$ cat src/rtl/jtag_pkg.sv
// jtag_pkg: TAP state and command encodings, sequencer states, IEEE 1149.1 next-state function
package jtag_pkg;
  typedef enum logic [3:0] {
    EXIT2_DR  = 4'h0,
    EXIT1_DR  = 4'h1,
    SHIFT_DR  = 4'h2,
    PAUSE_DR  = 4'h3,
    SEL_IR    = 4'h4,
    UPDATE_DR = 4'h5,
    CAP_DR    = 4'h6,
    SEL_DR    = 4'h7,
    EXIT2_IR  = 4'h8,
    EXIT1_IR  = 4'h9,
    SHIFT_IR  = 4'hA,
    PAUSE_IR  = 4'hB,
    RTI       = 4'hC,
    UPDATE_IR = 4'hD,
    CAP_IR    = 4'hE,
    TLR       = 4'hF
  } tap_state_e;

  typedef enum logic [1:0] {
    CMD_RESET = 2'b00,
    CMD_IR    = 2'b01,
    CMD_DR    = 2'b10,
    CMD_IDLE  = 2'b11
  } cmd_type_e;

  typedef enum logic [2:0] {
    S_INIT, S_IDLE, S_PRE, S_SHIFT, S_POST, S_WAIT, S_DONE
  } seq_state_e;

  function automatic tap_state_e tap_next(input tap_state_e s, input logic tms);
    case (s)
      TLR:       tap_next = tms ? TLR       : RTI;
      RTI:       tap_next = tms ? SEL_DR    : RTI;
      SEL_DR:    tap_next = tms ? SEL_IR    : CAP_DR;
      CAP_DR:    tap_next = tms ? EXIT1_DR  : SHIFT_DR;
      SHIFT_DR:  tap_next = tms ? EXIT1_DR  : SHIFT_DR;
      EXIT1_DR:  tap_next = tms ? UPDATE_DR : PAUSE_DR;
      PAUSE_DR:  tap_next = tms ? EXIT2_DR  : PAUSE_DR;
      EXIT2_DR:  tap_next = tms ? UPDATE_DR : SHIFT_DR;
      UPDATE_DR: tap_next = tms ? SEL_DR    : RTI;
      SEL_IR:    tap_next = tms ? TLR       : CAP_IR;
      CAP_IR:    tap_next = tms ? EXIT1_IR  : SHIFT_IR;
      SHIFT_IR:  tap_next = tms ? EXIT1_IR  : SHIFT_IR;
      EXIT1_IR:  tap_next = tms ? UPDATE_IR : PAUSE_IR;
      PAUSE_IR:  tap_next = tms ? EXIT2_IR  : PAUSE_IR;
      EXIT2_IR:  tap_next = tms ? UPDATE_IR : SHIFT_IR;
      UPDATE_IR: tap_next = tms ? SEL_DR    : RTI;
    endcase
  endfunction
endpackage

$ cat src/rtl/jtag_tap_mirror.sv
// jtag_tap_mirror: registered copy of the 16-state TAP controller driven by the TMS it sees
module jtag_tap_mirror
  import jtag_pkg::*;
(
  input  logic       tck,
  input  logic       trst,
  input  logic       tms,
  output tap_state_e tap_state
);
  // follow the TAP on the same edge it samples tms
  always_ff @(posedge tck or posedge trst)
    if (trst) tap_state <= TLR;
    else tap_state <= tap_next(tap_state, tms);
endmodule

$ cat src/rtl/jtag_scan_master.sv
// jtag_scan_master: turns reset/IR/DR/idle commands into TMS/TDI streams and collects TDO (option: JTAG_SCAN_TLR_PARK_EN)
module jtag_scan_master
  import jtag_pkg::*;
#(
  parameter int MAX_LEN = 32,
  parameter int LEN_W   = $clog2(MAX_LEN + 1)
) (
  input  logic               tck,
  input  logic               trst,
  input  logic               cmd_valid,
  output logic               cmd_ready,
  input  logic [1:0]         cmd_type,
  input  logic [LEN_W-1:0]   cmd_len,
  input  logic [MAX_LEN-1:0] cmd_data,
  output logic               tms_o,
  output logic               tdi_o,
  input  logic               tdo_i,
  output logic               rsp_valid,
  output logic [MAX_LEN-1:0] rsp_data,
  output logic [3:0]         tap_state
);
  seq_state_e         seq, nseq;
  cmd_type_e          op;
  tap_state_e         mstate;
  logic [LEN_W-1:0]   cnt, ncnt, len;
  logic [MAX_LEN-1:0] sdat, cap;
  logic               walk, ntms, ntdi, accept, ir, pre_last;

  assign cmd_ready = seq == S_IDLE;
  assign rsp_valid = seq == S_DONE;
  assign accept    = cmd_valid && cmd_ready;
  assign tap_state = mstate;
  assign ir        = op == CMD_IR;
  assign pre_last  = cnt == (ir ? LEN_W'(3) : LEN_W'(2));

  jtag_tap_mirror u_mirror (
    .tck       (tck),
    .trst      (trst),
    .tms       (tms_o),
    .tap_state (mstate)
  );

  // next sequencer step and the TMS/TDI values to present during it
  always_comb begin
    nseq = seq;
    ncnt = cnt + LEN_W'(1);
    ntms = 1'b0;
    ntdi = 1'b0;
    case (seq)
      S_INIT: nseq = tms_o ? S_INIT : S_IDLE;
      S_IDLE:
        if (cmd_valid) begin
          ncnt = '0;
          nseq = cmd_type == CMD_IDLE ? (cmd_len == '0 ? S_DONE : S_WAIT) : cmd_type == CMD_RESET ? S_WAIT : S_PRE;
          ntms = cmd_type != CMD_IDLE;
        end
      S_PRE:
        if (pre_last) begin
          nseq = S_SHIFT;
          ncnt = '0;
          ntms = len == LEN_W'(1);
          ntdi = sdat[0];
        end else ntms = ir && cnt == '0;
      S_SHIFT:
        if (cnt == len - LEN_W'(1)) begin
          nseq = S_POST;
          ncnt = '0;
          ntms = 1'b1;
        end else begin
          ntms = ncnt == len - LEN_W'(1);
          ntdi = sdat[1];
        end
      S_POST:
        if (cnt != '0) begin
`ifdef JTAG_SCAN_TLR_PARK_EN
          nseq = S_WAIT;
          ncnt = '0;
          ntms = 1'b1;
`else
          nseq = S_DONE;
`endif
        end
      S_WAIT:
        if (walk ? cnt == LEN_W'(5) : cnt == len - LEN_W'(1)) nseq = S_DONE;
        else ntms = walk && ncnt != LEN_W'(5);
      S_DONE: nseq = S_IDLE;
      default: nseq = S_INIT;
    endcase
  end

  // sequencer state, step counter and registered pin drivers
  always_ff @(posedge tck or posedge trst)
    if (trst) begin
      seq   <= S_INIT;
      cnt   <= '0;
      tms_o <= 1'b1;
      tdi_o <= 1'b0;
    end else begin
      seq   <= nseq;
      cnt   <= ncnt;
      tms_o <= ntms;
      tdi_o <= ntdi;
    end

  // latched command, TDI shifter, TDO capture and the response register
  always_ff @(posedge tck or posedge trst)
    if (trst) begin
      op       <= CMD_RESET;
      len      <= '0;
      sdat     <= '0;
      walk     <= 1'b0;
      cap      <= '0;
      rsp_data <= '0;
    end else begin
      if (accept) begin
        op   <= cmd_type_e'(cmd_type);
        len  <= (cmd_len == '0 && cmd_type != CMD_IDLE) ? LEN_W'(1) : cmd_len;
        sdat <= cmd_data;
        walk <= cmd_type == CMD_RESET;
      end else if (seq == S_SHIFT) sdat <= sdat >> 1;
`ifdef JTAG_SCAN_TLR_PARK_EN
      if (seq == S_POST && nseq == S_WAIT) walk <= 1'b1;
`endif
      cap <= accept ? '0 : (mstate == SHIFT_DR || mstate == SHIFT_IR) ? {tdo_i, cap[MAX_LEN-1:1]} : cap;
      if (nseq == S_DONE && seq != S_DONE) rsp_data <= seq == S_IDLE ? '0 : cap >> (LEN_W'(MAX_LEN) - len);
    end
endmodule

$ cat config.mk
export PLATFORM = sky130hd
export DESIGN_NAME = jtag_scan_master
export DESIGN_NICKNAME = d
export VERILOG_FILES = /design/src/rtl/jtag_pkg.sv /design/src/rtl/jtag_tap_mirror.sv /design/src/rtl/jtag_scan_master.sv
export SDC_FILE = /design/constraint.sdc
export NUM_CORES = 1
export LEC_CHECK = 0
export CORE_ASPECT_RATIO = 0.75
export CORE_UTILIZATION = 43
export DETAILED_ROUTE_END_ITERATION = 8
export PLACE_DENSITY_LB_ADDON = 0.15
export SYNTH_ARGS = -nofsm -noshare
export SYNTH_HDL_FRONTEND = slang
export SYNTH_SLANG_ARGS = --single-unit
$ cat constraint.sdc
create_clock -name tck -period 5.2 [get_ports tck]
set_clock_uncertainty 0.1 [all_clocks]
set_input_delay 1.04 -clock tck [delete_from_list [all_inputs] [get_ports tck]]
set_output_delay 1.04 -clock tck [all_outputs]
set_load 0.01 [all_outputs]
==> metrics.md <==
| Metric | Value |
|---|---|
| Tcrit/Tclk final | `0.774` |
| Fin worst setup slack | `1.18 ns` |
| Share of post-route cells with drive strength above 1 | `0.153` |
| Status | `complete, no violations` |
| Top cells by area, synth | `dfrtp_1, nand2_1, mux4_2` |
| Yosys reg bits | `120` |
| Mapped Nets | `818` |
| Primary FF master, synth | `dfrtp_1` |
| Gr ovfl total | `0` |
| Worst min path class | `flip-flop to flip-flop` |
| CP endpoint kind | `flip-flop` |
| Synth top area share | `0.390` |
| Max Clock Freq | `248 MHz` |
| Wire per inst | `18.2 µm` |
| RSZ-0062 raised after global routing | `no` |
| P&R area growth vs syn | `21.2%` |
| Distinct cells, synth | `65` |
| Root Buffer | `clkbuf_16` |
| Worst-Skew Late Latency | `0.42 ns` |
| Seq/Total Area, Yosys | `0.408` |
| CTS resizes | `0` |
| Clock Sinks | `120` |
| Most frequent cells in the layout | `nand2_1, dfrtp_1, clkdlybuf4s50_1` |
| Met3 WL post-DR | `1100 µm` |
| Setup crit start kind | `flip-flop` |
| Hold Vio Cnt, Final | `0` |
| Asr flop ratio synth | `1.00` |
| Total negative slack | `0 ns` |
| Core Rows | `41` |
| Syn Inst Count | `765` |
| Die W | `153 µm` |
| Critical path's most frequent cell | `xnor2_1` |
| Post-synth EDFFs | `0` |
| Post-DP HPWL | `13600 µm` |
| Overall die height | `115 µm` |
| Largest area contributor in the netlist | `dfrtp_1` |
| Critical Path RT | `5.40 ns` |
| DRC | `0` |
| GR Util All Layers | `0.223` |
| Overall routed net length | `19100 µm` |
| Die Area | `17700 µm²` |
| Worst-path clk slew | `0.06 ns` |
| Post-CTS Hold Buffers | `0` |
| ANT nets after route | `0` |
| First-pass GRT wire length | `30800 µm` |
| Leak | `3.77 nW` |
| Cts bufs inserted | `17` |
| Initial Util | `0.440` |
| Met2 wire length | `8130 µm` |
| Core ar. | `16800 µm²` |
| Average cell area after synthesis | `9.64 µm²` |
| Crit-path max cell delay | `1.00 ns` |
| Worst-Margin Slew | `1.25 ns` |
| Cell chain of the critical path | `inv_2 > ha_1 > xnor2_1 > xnor2_1 > and4b_1 > nand2_1 > a311oi_4 > buf_4 > mux2_2` |
| Top layer in use | `met4` |
| Post-CTS setup buffers | `0` |
| Slew headroom | `0.166` |
| Hold Slack | `0.371 ns` |
| Initial antenna violation count | `0` |
| Largest net degree at the start of global routing | `65` |
| Via/cell ratio | `5.75` |
| Drt pass-1 iters | `6` |
| Antenna cell count | `0` |
| Peak supply drop | `0.323 mV` |
| M1 WL | `9620 µm` |
| CP arrival | `4.23 ns` |
| IO Count | `84` |
| Slowest CP cell | `dfrtp_2` |
| CTS tree | `done` |
| Setup WS pre-CTS | `1.23 ns` |
| Placed Area | `8330 µm²` |
| Max Root-Sink Buffers | `2` |
| Pwr per Cell Area | `656 nW/µm²` |
| Final max-slew violation count | `0` |
| Final setup fails | `0` |
| Setup CP Type | `flip-flop to flip-flop` |
| Vias in the first global route | `5634` |
| Port Buffer Count | `83` |
| MaxCap Viol Count | `0` |
| Final Wtd Congestion | `0.914` |
| # H-tree levels | `4` |
| # nets final | `874` |
| Final Core Density | `0.533` |
| Most common cell after layout, fill and taps aside | `nand2_1` |
| Iter 0 DRT Violations | `545` |
| Vias | `6035` |
| Number of warnings issued by yosys | `0` |
| Cell area after synthesis | `7380 µm²` |
| CP Max Fanout | `39` |
| Fin area | `8940 µm²` |
| Minimum clock period after layout | `4.02 ns` |
==> critical path, delay by kind of cell (launching register included) <==
kind	cells	cell delay [ns]
AOI/OAI and AO/OA	1	0.33
DFF	1	1.00
muxes	1	0.40
xor gates and xnor gates	2	0.44
and+or+nand+nor	2	0.54
buffers and inverters	2	0.76
adders and majority gates	1	0.31
==> cells in the mapped netlist, types with 2 or more instances <==
library cell	n
buf_1	4
o21ai_0	18
dfstp_2	5
mux2_2	10
nand4_1	4
xnor3_1	2
clkbuf_1	36
nand2b_1	6
o31ai_1	2
nor3b_1	6
mux2_4	27
dfrtp_1	115
or3_1	3
nor4_1	4
a211oi_1	13
a22oi_1	31
a31o_2	3
o311ai_0	2
buf_2	14
nor2b_1	8
nand3_1	19
a21oi_1	43
a21o_1	2
xnor2_1	20
nor4b_1	2
mux2i_1	30
nor3_1	8
ha_1	9
nand2_1	186
inv_1	13
a31oi_1	6
o22ai_1	4
o211ai_1	6
o221ai_1	4
nor2_1	34
xor2_1	6
buf_6	3
a311oi_1	2
mux4_2	23
and3_1	2
and2_1	6
==> final timing paths <==
check	start	cells past startpoint	endpoint	slack (ns)
worst max-delay path	len[0]	9	rsp_data[30]	1.18
worst min-delay path	sdat[0]	2	sdat[0]	0.37
worst max register to register	len[0]	9	rsp_data[30]	1.18
worst min register to register	sdat[0]	2	sdat[0]	0.37
max in group asynchronous	trst	3	cap[5]	3.00
min in group asynchronous	trst	2	sdat[22]	1.04
==> sequential cells by signal, indices dropped and copies added (netlist names) <==
register            cells
cap                    32
cnt                     6
len                     6
op                      2
rsp_data               32
sdat                   32
seq                     3
tdi_o                   1
tms_o                   1
u_mirror.tap_state      4
walk                    1
==> routing by layer <==
metal,GRT usage,up-vias
met2,0.314,189
met5,0,-
met4,0.0774,0
met3,0.0486,21
li1,-,2841
met1,0.336,2984
==> power breakdown <==
part	switching (mW)	internal, mW	total, mW
clock	0.464	0.763	1.23
combinational	1.67	1.27	2.94
sequential	0.435	1.27	1.71
total	2.57	3.30	5.87
==> cells by family after synthesis <==
group / count (synthesis) / synth area share
muxes: 90 / 0.181
xor gates and xnor gates: 28 / 0.0370
buffers and inverters: 71 / 0.0416
adders and majority gates: 9 / 0.0153
AOI/OAI and AO/OA: 149 / 0.137
and+or+nand+nor: 298 / 0.180
DFF: 120 / 0.408
==> metrics by stage <==
| stage | power (mW) | std cells |
|---|---|---|
| 2_1_floorplan | 3.79 | 765 |
| 3_3_place_gp | 4.53 | 1017 |
| 3_5_place_dp | 4.62 | 1017 |
| 4_1_cts | 5.87 | 1049 |
| 5_1_grt | 6.25 | 1049 |
| 6_report | 5.87 | 1049 |
==> cell type report <==
cell class / count / area, µm²
sequential: 120 / 3010
timing repair buffer: 94 / 913
clock buffer: 17 / 425
inverter: 14 / 55.1
tap: 215 / 269
fill: 1508 / 7830
clock inverter: 15 / 190
multi-input combinational: 574 / 4080
Power figures use the tool's default switching activity.
